**config.mk**
```make
export PLATFORM = sky130hd
export DESIGN_NAME = fetch_unit
export DESIGN_NICKNAME = d
export VERILOG_FILES = /design/src/rtl/fetch_unit.sv
export SDC_FILE = /design/constraint.sdc
export NUM_CORES = 1
export LEC_CHECK = 0
export BUFFER_PORTS_ARGS = -buffer_cell sky130_fd_sc_hd__buf_2
export CORE_ASPECT_RATIO = 1.25
export CORE_MARGIN = 5
export CORE_UTILIZATION = 50
export CTS_BUF_LIST = sky130_fd_sc_hd__clkbuf_2
export CTS_CLUSTER_SIZE = 8
export DETAILED_ROUTE_END_ITERATION = 10
export PLACE_DENSITY = 0.74
export SLEW_MARGIN = 20
export SYNTH_ARGS = -nofsm -noshare
export SYNTH_HDL_FRONTEND = slang
export SYNTH_SLANG_ARGS = --single-unit
```
**constraint.sdc**
```tcl
create_clock -name clk -period 3.4 [get_ports clk]
set_input_delay 0.51 -clock clk [delete_from_list [all_inputs] [get_ports clk]]
set_output_delay 0.51 -clock clk [all_outputs]
set_load 0.02 [all_outputs]
```
**src/rtl/fetch_unit.sv**
```systemverilog
// Instruction fetch stage: owns the PC, absorbs the one-cycle memory read latency
// and feeds decode through a 2-entry valid/ready buffer. Optional FETCH_PERF_CNT_EN adds perf counters.
module fetch_unit #(
    parameter int ASIZE = 16,
    parameter int DSIZE = 16,
    parameter logic [ASIZE-1:0] RESET_PC = '0
) (
    input  logic             clk,
    input  logic             rst,
    output logic [ASIZE-1:0] mem_addr,
    input  logic [DSIZE-1:0] mem_rdata,
    input  logic             halt,
    input  logic             redirect_valid,
    input  logic [ASIZE-1:0] redirect_pc,
    output logic             out_valid,
    input  logic             out_ready,
    output logic [DSIZE-1:0] out_instr,
    output logic [ASIZE-1:0] out_pc
`ifdef FETCH_PERF_CNT_EN
    ,
    output logic [15:0]      perf_fetched,
    output logic [15:0]      perf_stall
`endif
);

    localparam logic [ASIZE-1:0] PC_ONE = 1;

    logic [ASIZE-1:0] pc;
    logic [ASIZE-1:0] inflight_pc;
    logic             inflight;
    logic [1:0]       count;
    logic [ASIZE-1:0] pc0, pc1;
    logic [DSIZE-1:0] ins0, ins1;
    logic [2:0]       occupancy;
    logic             deq;
    logic             issue;
    logic             push;

    assign mem_addr  = pc;
    assign out_valid = (count != 2'd0);
    assign out_pc    = pc0;
    assign out_instr = ins0;

    // Queued entries plus the outstanding fetch must never exceed the buffer depth.
    assign occupancy = {1'b0, count} + {2'b00, inflight};
    assign deq       = out_valid && out_ready;
    assign issue     = !rst && !halt && !redirect_valid && ((occupancy < 3'd2) || deq);
    assign push      = inflight && !redirect_valid;

    always_ff @(posedge clk) begin
        if (rst) begin
            pc          <= RESET_PC;
            inflight    <= 1'b0;
            inflight_pc <= '0;
        end else begin
            if (redirect_valid)
                pc <= redirect_pc;
            else if (issue)
                pc <= pc + PC_ONE;
            inflight <= issue;
            if (issue)
                inflight_pc <= pc;
        end
    end

    // Slot 0 is always the head; a dequeue shifts slot 1 down.
    always_ff @(posedge clk) begin
        if (rst) begin
            count <= 2'd0;
            pc0   <= '0;
            pc1   <= '0;
            ins0  <= '0;
            ins1  <= '0;
        end else if (redirect_valid) begin
            count <= 2'd0;
        end else begin
            case ({push, deq})
                2'b10: begin
                    if (count == 2'd0) begin
                        pc0  <= inflight_pc;
                        ins0 <= mem_rdata;
                    end else begin
                        pc1  <= inflight_pc;
                        ins1 <= mem_rdata;
                    end
                    count <= count + 2'd1;
                end
                2'b01: begin
                    pc0   <= pc1;
                    ins0  <= ins1;
                    count <= count - 2'd1;
                end
                2'b11: begin
                    if (count == 2'd1) begin
                        pc0  <= inflight_pc;
                        ins0 <= mem_rdata;
                    end else begin
                        pc0  <= pc1;
                        ins0 <= ins1;
                        pc1  <= inflight_pc;
                        ins1 <= mem_rdata;
                    end
                end
                default: ;
            endcase
        end
    end

`ifdef FETCH_PERF_CNT_EN
    logic stall_cycle;
    assign stall_cycle = !rst && !halt && !redirect_valid && !issue;

    // Both counters saturate rather than wrap.
    always_ff @(posedge clk) begin
        if (rst) begin
            perf_fetched <= 16'd0;
            perf_stall   <= 16'd0;
        end else begin
            if (push && perf_fetched != 16'hFFFF)
                perf_fetched <= perf_fetched + 16'd1;
            if (stall_cycle && perf_stall != 16'hFFFF)
                perf_stall <= perf_stall + 16'd1;
        end
    end
`else
    // No performance counters in this build.
`endif

endmodule

```
**After elaboration in Yosys (flattened, before gate mapping)**

Cells that the tools add are included.
Widths: inputs -> output; s select.

- Order comparisons: 1
- Bitwise logic cells: 1
- Reductions and logical operators: 18
- Mux-type cells: 15
- Equality and inequality tests: 7
- $add $sub $neg: 4

Operator list:

| cell | count |
|---|---|
| $mux 16 | 10 |
| $pmux 16 s3 | 2 |
| $pmux 16 s2 | 2 |
| $add 16x1->16 const B | 1 |
| $reduce_bool 2->1 | 4 |
| $ne 2x2->1 const B | 3 |
| $logic_and 1x1->1 | 5 |
| $eq 2x1->1 const B | 2 |
| $eq 2x2->1 const B | 2 |
| $pmux 2 s2 | 1 |
| $reduce_and 4->1 | 1 |
| $add 2x1->3 | 1 |
| $logic_not 1->1 | 3 |
| $lt 3x2->1 const B | 1 |
| $reduce_and 3->1 | 1 |
| $reduce_bool 3->1 | 1 |
| $add 2x1->2 const B | 1 |
| $logic_not 2->1 | 1 |
| $reduce_or 2->1 | 1 |
| $sub 2x1->2 const B | 1 |
| $logic_or 1x1->1 | 1 |
| $not 1->1 | 1 |

- Word-level logic and storage cells: 54
- Bits of input ports: 37
- Output and inout port bits: 49
- Flip-flop bits (word level): 99

**Longest topological paths before layout**

- Depth after elaboration: 6
- Mapped depth: 11
- Gate-level depth less buffers: 9

**Least setup slack after synthesis**

No wires, ideal clock.

- Path kind: input-to-reg
- Start point: in redirect_valid
- End point: reg ins0[15], in the netlist out_instr[15]
- Path buffers: 3
- Arrival: 2.668 ns
- Setup slack: 0.646 ns
- Stages on the path: 10
- Data required time: 3.314 ns
- Setup time: 0.086 ns
- Cells stage by stage: clkbuf_1 -> clkinv_1 -> clkbuf_1 -> nand2_1 -> inv_1 -> ha_1 -> a211oi_2 -> clkbuf_1 -> nor2_1 -> a211oi_1

- Word-level cells in the longest chain between the ends: 5
- Elaborated cells between the ends (all ways): 10
- Classes of those cells: 4 x eq/ne; 1 x mux; 1 x bitwise; 4 x reduce/logical

RTL lines:

| element | line | text |
|---|---|---|
| start, declared | 13 | `input logic redirect_valid,` |
| $logic_not 1->1 | 48 | `assign push = inflight && !redirect_valid;` |
| $logic_and 1x1->1 | 48 |  |
| $eq 2x2->1 / $eq 2x1->1 (equally long branches) | 77 | `case ({push, deq})` |
| $ne 2x2->1 (no line) / $reduce_bool 3->1 (equally long branches) | - |  |
| $reduce_and 3->1 (no line) | - |  |
| end signal, assigned | 81 | `ins0 <= mem_rdata;` |
| end signal, assigned | 90 | `ins0 <= ins1;` |
| end signal, assigned | 96 | `ins0 <= mem_rdata;` |
| end, declared | 33 | `logic [DSIZE-1:0] ins0, ins1;` |

Several ways; a longest one is shown, not always the timed one.
A chain may end at the register's enable or synchronous reset.

**Final worst setup path**

- Start point: reg count[0]
- End point: reg pc0[10], in the netlist out_pc[10]

- Word-level cells in the longest chain between the ends: 5
- Elaborated cells between the ends (all ways): 12
- Classes of those cells: 5 x eq/ne; 2 x mux; 5 x reduce/logical

RTL lines:

| element | line | text |
|---|---|---|
| start, declared | 31 | `logic [1:0] count;` |
| start signal, assigned | 86 | `count <= count + 2'd1;` |
| start signal, assigned | 91 | `count <= count - 2'd1;` |
| $reduce_bool 2->1 | 40 | `assign out_valid = (count != 2'd0);` |
| $logic_and 1x1->1 | 46 | `assign deq = out_valid && out_ready;` |
| $eq 2x2->1 / $eq 2x1->1 (equally long branches) | 77 |  |
| $ne 2x2->1 (no line) / $reduce_bool 3->1 (equally long branches) | - |  |
| $reduce_and 3->1 (no line) | - |  |
| end signal, assigned | 80 | `pc0 <= inflight_pc;` |
| end signal, assigned | 89 | `pc0 <= pc1;` |
| end signal, assigned | 95 | `pc0 <= inflight_pc;` |
| end, declared | 32 | `logic [ASIZE-1:0] pc0, pc1;` |

Several ways; a longest one is shown, not always the timed one.

==> out/metrics.csv <==
stage,metric,value,unit
outcome,status,finished clean,
placement,DP Cell Count,660,
worst_setup_path,worst-path fanout max,64,
floorplan,Ports,86,
yosys,ys async rst share,0,
finish,P&R area growth vs syn,14.2,%
timing,final-report hold violation count,0,
timing,total negative setup slack,0,ns
yosys,Post-synth EDFFs,0,
clock_network,clk root buf,clkbuf_2,
route,drt total wl,10400,um
route,via/cell ratio,5.63,
yosys,Yosys warnings,0,
floorplan,Starting Density,0.514,
finish,Nets,620,
power,power density over the cells,416,nW/um^2
timing,final setup vio count,0,
grt,first-pass GRT wire length,17800,um
yosys,Synth cell types,48,
route,Antenna Nets Post-Route,0,
floorplan,Cell Rows,37,
placement,Port Buffer Count,85,
finish,ant diodes,0,
worst_setup_path,crit path kind,flop to flop,
timing,crit path time final,2.72,ns
finish,share of layout cells above drive strength 1,0.208,
finish,final core occ,0.587,
timing,f_max,368,MHz
floorplan,Die ar.,10500,sq um
placement,Post-DP HPWL,6890,um
hold_path,worst hold path type,input port to flop,
route,vias,3799,
worst_setup_path,CP startpoint kind,flop,
floorplan,chip width,92.5,um
yosys,Syn Nets,550,
grt,initial antenna violation count,0,
yosys,"Avg Cell Area, Syn",8.45,sq um
placement,gpl congestion,0.799,
clock_network,Clock Latency Late Sink,0.57,ns
timing,worst-margin pin slew,0.941,ns
yosys,synthesized flop and latch total,99,
clock_network,"CTS clk-pin slew, worst paths",0.24,ns
finish,Non-Filler Instances,675,
clock_network,maximum clock path buffer count,2,
clock_network,CTS H-Tree Depth,3,
grt,GRT overflow,0,
grt,Tot GR Track Use,0.207,
power,Max VDD drop,0.248,mV
timing,Final Cycle Share,0.800,
route,Avg WL per Cell,15.3,um
clock_network,Setup Buffers After CTS,0,
floorplan,Core Box Area,8290,sq um
worst_setup_path,crit path DAT,3.21,ns
floorplan,Die Ht,113,um
yosys,sequential share of the synthesized area,0.465,
clock_network,total CTS buffers,9,
route,Initial DRC Count,270,
yosys,synthesized area,4260,sq um
clock_network,PostCTS Resize Cnt,0,
clock_network,Post-CTS Hold Buffers,0,
worst_setup_path,CP required,3.89,ns
route,DRC Markers,0,
timing,RSZ-0062 raised after global routing,false,
finish,fillcell total,782,
timing,Max transition margin,0.372,
timing,max-slew violations,0,
power,Pleak,1.81,nW
clock_network,clk sinks,99,
yosys,top_reg_cell synth,dfxtp_1,
grt,vias in the first global route,3729,
worst_setup_path,Critical Path Sink Type,flop,
yosys,Cells after Synth,504,
timing,Fin Clk Skew,0.0243,ns
run,max-cap violations,0,
clock_network,CTS tree,built,
route,drt pass-1 iters,5,
grt,largest net degree at the start of global routing,98,
cell usage in the layout, fill, tap and decap left out, drive strengths merged, types with 2 or more instances in the layout:
cell / netlist / layout
a2111oi: 3 / 3
a211oi: 45 / 45
a21o: 2 / 2
a21oi: 38 / 38
a221oi: 2 / 2
a22oi: 32 / 32
a311oi: 4 / 4
a31oi: 2 / 2
and2: 2 / 2
buf: 4 / 94
clkbuf: 31 / 10
clkinv: 1 / 4
dfxtp: 99 / 99
ha: 9 / 9
inv: 11 / 12
nand2: 93 / 93
nand2b: 16 / 16
nand3: 6 / 6
nand4: 5 / 5
nor2: 48 / 48
nor3: 4 / 4
nor4: 2 / 2
o2111a: 2 / 2
o21ai: 15 / 15
o31ai: 2 / 2
or2: 2 / 2
or4: 3 / 3
xnor2: 7 / 7
cell usage after synthesis (6+ instances only):
| cell | n | area, sq um |
|---|---|---|
| inv_1 | 10 | 37.5 |
| clkbuf_1 | 31 | 116 |
| nand2_1 | 93 | 349 |
| nand3_1 | 6 | 30.0 |
| a22oi_1 | 32 | 240 |
| a211oi_1 | 43 | 323 |
| dfxtp_1 | 99 | 1980 |
| o21ai_0 | 14 | 70.1 |
| a21oi_1 | 38 | 190 |
| nand2b_1 | 16 | 100 |
| xnor2_1 | 7 | 61.3 |
| ha_1 | 9 | 113 |
| nor2_1 | 48 | 180 |
worst max-delay path, cell delays in order, from the launching register on:
cell and delay, ns:
dfxtp_1 0.51, inv_1 0.07, ha_1 0.26, nor2b_2 0.28
inv_2 0.17, ha_1 0.27, a211oi_4 0.20, buf_4 0.53
nor2_1 0.09, a211oi_1 0.24
where the power goes:
group          switching (mW)  internal [mW]  total, mW
sequential             0.0421           1.20       1.24
combinational           0.143         0.0891      0.232
clock                   0.378          0.168      0.546
routing by layer:
metal,up-vias,routed length (um),track usage
met4,0,145,0.0753
met1,1730,4700,0.276
met2,115,4880,0.333
met3,12,625,0.0399
met5,-,0,0
li1,1942,-,-
worst paths after layout:
path	from	end	slack, ns	cells past startpoint
min reg2reg	ins1[6]	ins1[6]	0.47	2
max	count[0]	out_pc[10]	0.68	9
max reg2reg	count[0]	out_pc[10]	0.68	9
min	mem_rdata[12]	ins1[12]	0.16	3
state kept, by name (all words and copies together) (netlist names):
signal and cells:
count 2, inflight_pc 16, ins1 16, out_pc 16, out_instr 16, mem_addr 16, pc1 16, inflight 1
final cells by class:
type                       instances  area [sq um]  area share
timing repair buffer              94           493       0.101
tap                               97           121      0.0250
clock inverter                     5          53.8      0.0111
clock buffer                      10          50.0      0.0103
inverter                          12          45.0     0.00926
multi-input combinational        358          2120       0.435
sequential                        99          1980       0.408
kinds of logic (layout without fill, tap and decap cells):
family / Yosys count / in the layout / synth area share
buffers and inverters: 47 / 121 / 0.0429
multiplexers: 1 / 1 / 0.00235
flip-flops: 99 / 99 / 0.465
AO/OA/AOI/OAI: 154 / 154 / 0.250
AND/OR/NAND/NOR: 186 / 186 / 0.197
XOR/XNOR: 8 / 8 / 0.0165
adder cells (fa/ha/maj): 9 / 9 / 0.0264
metrics by stage:
step / power, mW / setup slack (ns) / area, sq um / hold slack [ns]
CTS: 2.04 / 0.654 / 4860 / 0.124
global route: 2.12 / 0.449 / 4860 / 0.115
floorplan: 1.41 / 0.646 / 4260 / 0.436
detailed placement: 1.50 / 0.700 / 4760 / 0.446
finish: 2.02 / 0.680 / 4860 / 0.158
global placement: 1.49 / 0.920 / 4760 / 0.441
No activity file was read; power rests on OpenSTA's default activity.
